File: src/rtl/pipe_pkg.sv
// Shared definitions for the pipeline hazard controller and related stage logic.
package pipe_pkg;

  // Sequencer states; the encoding is fixed so other stages can decode it
  typedef enum logic [1:0] {
    RUN     = 2'd0,
    MEMWAIT = 2'd1,
    RELEASE = 2'd2
  } state_e;

  // Register $zero never carries a real dependency
  localparam logic [4:0] REG_ZERO = 5'd0;

endpackage

File: src/rtl/hazard_detect.sv
// Load-use dependency compare between the load in ID/EX and the operands in IF/ID.
// Kept standalone so the forwarding unit can reuse the same compare.
module hazard_detect
  import pipe_pkg::*;
(
  input  logic       idex_memread,
  input  logic [4:0] idex_rt,
  input  logic [4:0] ifid_rs,
  input  logic [4:0] ifid_rt,
  input  logic       ifid_uses_rt,
  output logic       load_use
);

  // A load into a non-zero register that the next instruction reads
  assign load_use = idex_memread && (idex_rt != REG_ZERO) &&
                    ((idex_rt == ifid_rs) || (ifid_uses_rt && (idex_rt == ifid_rt)));

endmodule

File: src/rtl/pipe_hazard_ctrl.sv
// Stall/flush sequencer beside the ID stage: load-use stalls, branch squash,
// and freezing the pipe while a fixed-latency data memory completes.
module pipe_hazard_ctrl
  import pipe_pkg::*;
#(
  parameter int MEM_LAT = 2,
  parameter int CNT_W   = 16
) (
  input  logic             clk,
  input  logic             rst,
  input  logic             idex_memread,
  input  logic [4:0]       idex_rt,
  input  logic [4:0]       ifid_rs,
  input  logic [4:0]       ifid_rt,
  input  logic             ifid_uses_rt,
  input  logic             br_taken,
  input  logic             exmem_memreq,
  output logic             pc_write,
  output logic             ifid_write,
  output logic             ifid_flush,
  output logic             idex_bubble,
  output logic             pipe_hold,
  output logic [CNT_W-1:0] stall_cnt
);

  // The access occupies EX/MEM for MEM_LAT cycles: the entering RUN cycle and
  // MEM_LAT-2 MEMWAIT cycles are frozen, then RELEASE lets it advance.
  localparam bit MEM_STALLS = (MEM_LAT > 1);
  localparam bit USE_WAIT   = (MEM_LAT > 2);
  localparam int CW         = USE_WAIT ? $clog2(MEM_LAT - 1) : 1;
  localparam logic [CW-1:0] WAIT_INIT = CW'(USE_WAIT ? (MEM_LAT - 2) : 0);

  state_e           state_q, state_d;
  logic [CW-1:0]    cnt_q, cnt_d;
  logic [CNT_W-1:0] stall_cnt_q, stall_cnt_d;
  logic             load_use;

  hazard_detect u_hazard_detect (
    .idex_memread (idex_memread),
    .idex_rt      (idex_rt),
    .ifid_rs      (ifid_rs),
    .ifid_rt      (ifid_rt),
    .ifid_uses_rt (ifid_uses_rt),
    .load_use     (load_use)
  );

  // Next state, wait counter and Mealy outputs; cnt_q holds the MEMWAIT cycles still to go
  always_comb begin
    state_d     = state_q;
    cnt_d       = cnt_q;
    pc_write    = 1'b1;
    ifid_write  = 1'b1;
    ifid_flush  = 1'b0;
    idex_bubble = 1'b0;
    pipe_hold   = 1'b0;

    case (state_q)
      RUN, RELEASE: begin
        if (state_q == RUN && MEM_STALLS && exmem_memreq) begin
          pc_write   = 1'b0;
          ifid_write = 1'b0;
          pipe_hold  = 1'b1;
          if (USE_WAIT) begin
            state_d = MEMWAIT;
            cnt_d   = WAIT_INIT;
          end else begin
            state_d = RELEASE;
          end
        end else begin
          if (load_use) begin
            pc_write    = 1'b0;
            ifid_write  = 1'b0;
            idex_bubble = 1'b1;
          end else if (br_taken) begin
            ifid_flush = 1'b1;
          end
          state_d = RUN;
        end
      end
      MEMWAIT: begin
        pc_write   = 1'b0;
        ifid_write = 1'b0;
        pipe_hold  = 1'b1;
        if (cnt_q <= CW'(1)) begin
          state_d = RELEASE;
          cnt_d   = '0;
        end else begin
          cnt_d = cnt_q - CW'(1);
        end
      end
      default: begin
        state_d = RUN;
        cnt_d   = '0;
      end
    endcase

    if (!rst) begin
      pc_write    = 1'b0;
      ifid_write  = 1'b0;
      ifid_flush  = 1'b1;
      idex_bubble = 1'b1;
      pipe_hold   = 1'b0;
    end
  end

  // Saturating count of cycles in which the PC did not advance
  always_comb begin
    stall_cnt_d = stall_cnt_q;
    if (!pc_write && (stall_cnt_q != {CNT_W{1'b1}})) begin
      stall_cnt_d = stall_cnt_q + CNT_W'(1);
    end
  end

  // State, wait counter and performance counter registers with synchronous reset
  always_ff @(posedge clk) begin
    if (!rst) begin
      state_q     <= RUN;
      cnt_q       <= '0;
      stall_cnt_q <= '0;
    end else begin
      state_q     <= state_d;
      cnt_q       <= cnt_d;
      stall_cnt_q <= stall_cnt_d;
    end
  end

  assign stall_cnt = stall_cnt_q;

endmodule
File: config.mk
export PLATFORM = sky130hd
export DESIGN_NAME = pipe_hazard_ctrl
export DESIGN_NICKNAME = d
export VERILOG_FILES = /design/src/rtl/pipe_pkg.sv /design/src/rtl/hazard_detect.sv /design/src/rtl/pipe_hazard_ctrl.sv
export SDC_FILE = /design/constraint.sdc
export NUM_CORES = 1
export LEC_CHECK = 0
export CAP_MARGIN = 20
export CORE_MARGIN = 2
export CORE_UTILIZATION = 64
export CTS_BUF_LIST = sky130_fd_sc_hd__clkbuf_2 sky130_fd_sc_hd__clkbuf_4 sky130_fd_sc_hd__clkbuf_8
export DETAILED_ROUTE_END_ITERATION = 16
export DONT_BUFFER_PORTS = 1
export GPL_TIMING_DRIVEN = 0
export PLACE_DENSITY = 0.76
export SYNTH_ARGS = -nofsm -noshare
export SYNTH_HDL_FRONTEND = slang
export SYNTH_SLANG_ARGS = --single-unit
File: constraint.sdc
create_clock -name clk -period 2.4 [get_ports clk]
set_input_delay 0.48 -clock clk [delete_from_list [all_inputs] [get_ports clk]]
set_output_delay 0.48 -clock clk [all_outputs]
set_load 0.02 [all_outputs]
==> impl_metrics.env <==
export IMPL_drc_errors=0
export IMPL_cts_tree="yes"
export IMPL_fillerInstances=129
export IMPL_clock_sinks=17
export IMPL_ir_drop_mv=0.4384
export IMPL_fin_crit_sh=0.9589
export IMPL_clock_latency_ns=0.28
export IMPL_worst_r2r_setup_slack_ns=0.37
export IMPL_multi_input_area_um2=653.1
export IMPL_root_buffer="clkbuf_4"
export IMPL_max_freq_mhz=434.5
export IMPL_p_leak_nw=0.3420
export IMPL_synthesis_nets=153
export IMPL_hold_violations=0
export IMPL_hold_class="in2reg"
export IMPL_grt_remaining_overflow=0
export IMPL_final_nets=158
export IMPL_die_w_um=44.26
export IMPL_vias_per_cell=6.146
export IMPL_drv_slew=0
export IMPL_antenna_found_initial=0
export IMPL_synthToLayoutAreaGrowth_pct=4.825
export IMPL_die_area_um2=1959
export IMPL_syn_inst=131
export IMPL_grt_setup_unrepaired="no"
export IMPL_wl_per_cell_um=14.03
export IMPL_reg2regPathDepth=8
export IMPL_tightest_slew_ns=0.6332
export IMPL_initial_utilization=0.6885
export IMPL_place_inst=147
export IMPL_seq_area_um2=340.3
export IMPL_cp_start_kind="input port"
export IMPL_syn_cell_area_um2=1037
export IMPL_max_slew_margin=0.5734
export IMPL_post_cts_buffers=0
export IMPL_yosys_register_bits=17
export IMPL_synth_seq_area_share=0.3281
export IMPL_worstSetupStartpoint="idex_rt[0]"
export IMPL_drtAntennaViolNets=0
export IMPL_cts_buffer_depth=2
export IMPL_drive_above_1_share=0.07407
export IMPL_num_vias=928
export IMPL_synth_area_per_cell_um2=7.918
export IMPL_holdPathStages=2
export IMPL_dp_hpwl_um=1647
export IMPL_required_ns=1.92
export IMPL_setup_viol=0
export IMPL_insertedDiodeCount=0
export IMPL_cap_violations=0
export IMPL_grt_usage=0.2214
export IMPL_die_height_um=44.26
export IMPL_skew_ns=0.007155
export IMPL_fin_crit_ns=2.301
export IMPL_path_class="in2out"
export IMPL_drt_iter0_markers=25
export IMPL_num_rows=14
export IMPL_finalWirelength_um=2119
export IMPL_cts_resized=0
export IMPL_final_area_um2=1087
export IMPL_numCtsBuffers=3
export IMPL_outcome="finished, final reports clean"
export IMPL_grt_max_degree=12
export IMPL_ios=42
export IMPL_synth_distinct_cells=33
export IMPL_grt_pass1_wl_um=3291
export IMPL_r2r_end="stall_cnt[1]"
export IMPL_crit_path_end="pc_write"
export IMPL_core_area_um2=1506
export IMPL_port_buffers=0
export IMPL_power_density_nw_per_um2=508.1
export IMPL_place_congestion=0.8039
export IMPL_hold_buffers=0
export IMPL_path_clk_slew_ns=0.10
export IMPL_grt_pass1_vias=794
export IMPL_instances_no_fill=151
export IMPL_drt_pass1_iterations=4
export IMPL_cp_end_kind="primary output"
export IMPL_tns_ns=0
export IMPL_arrival_ns=1.82
export IMPL_final_cell_mix="17 x nand2_1, 17 x dfxtp_1, 10 x xnor2_1"
export IMPL_dpl_cell_area_um2=1057
export IMPL_r2r_start="stall_cnt[0]"
export IMPL_totalPowerFinal_mw=0.5525
export IMPL_ys_warn_count=0
export IMPL_cts_max_level=1
export IMPL_crit_fanout=11
per-layer routing:
layer	wire [um]	vias to the layer above	track usage
li1	-	486	-
met2	1011	23	0.3618
met3	121	0	0.03673
met4	0	0	0.09697
met1	986	419	0.2868
met5	0	-	0
sequential cells by signal, summed over array words and instances, names as in the netlist:
name       cells
stall_cnt     16
state_q        1
worst max-delay path, stage by stage:
cell,delay [ns]
or4_1,0.51
o21ai_1,0.20
inv_1,0.09
a21o_4,0.23
inv_4,0.14
buf_4,0.16
power by group:
group | switching [mW] | leakage [nW] | internal (mW)
combinational | 0.0509 | 0.186 | 0.0342
sequential | 0.0168 | 0.138 | 0.289
clock | 0.0857 | 0.0184 | 0.0758
total | 0.153 | 0.342 | 0.399
cells by family after synthesis:
family,after synthesis,synth area share
compound gates,28,0.1809
xor+xnor,11,0.09288
fa+ha+maj,1,0.01206
buf+inv,9,0.04222
flops,17,0.3281
mux,4,0.03860
simple gates,61,0.3052
synth_stat cells:
cell type,count,share of area
o21a_1,2,0.014
nand2b_1,4,0.024
or3_1,5,0.030
nor3b_1,1,0.0072
nand2_1,17,0.062
clkbuf_1,2,0.0072
or4_1,4,0.029
nor2_1,8,0.029
nand3_1,8,0.039
nor3_1,2,0.0097
a21o_4,1,0.014
ha_1,1,0.012
or2_1,1,0.0060
xor2_1,1,0.0084
nor3_2,1,0.0097
a21oi_1,8,0.039
o221ai_1,1,0.0084
nor4_1,3,0.018
inv_4,1,0.0060
o21ai_0,2,0.0097
dfxtp_1,17,0.33
buf_4,2,0.014
nand4_1,6,0.036
a22oi_1,1,0.0072
o22ai_2,1,0.012
nor2b_1,1,0.0060
inv_1,4,0.014
xnor2_1,10,0.084
o31ai_1,2,0.014
o31a_1,3,0.025
mux2i_1,4,0.039
o21ai_1,6,0.029
o211ai_1,1,0.0072
area by class of cell:
| class | instances | area share |
|---|---|---|
| sequential | 17 | 0.3130 |
| tap | 16 | 0.01841 |
| buffer | 4 | 0.02071 |
| clock buffer | 4 | 0.02762 |
| inverter | 5 | 0.01956 |
| multi-input combinational | 105 | 0.6007 |
worst min-delay path by stage:
stage	end	slack, ns	start
floorplan	state_q[1]	0.54	state_q[1]
global placement	state_q[1]	0.56	state_q[1]
detailed placement	state_q[1]	0.56	state_q[1]
CTS	stall_cnt[12]	0.34	rst
global route	stall_cnt[12]	0.34	rst
finish	stall_cnt[12]	0.34	rst
metrics by stage:
| stage | util | hold WS (ns) | worst slack, ns |
|---|---|---|---|
| final | 0.7218 | 0.3423 | 0.09861 |
| after global routing | 0.7218 | 0.3442 | 0.003640 |
| after CTS | 0.7218 | 0.3393 | 0.09523 |
| after detailed placement | 0.7018 | 0.5615 | 0.09617 |
| after global placement | 0.7018 | 0.5563 | 0.1149 |
| after floorplan | - | 0.5383 | 0.2252 |
Power figures use the tool's default switching activity.
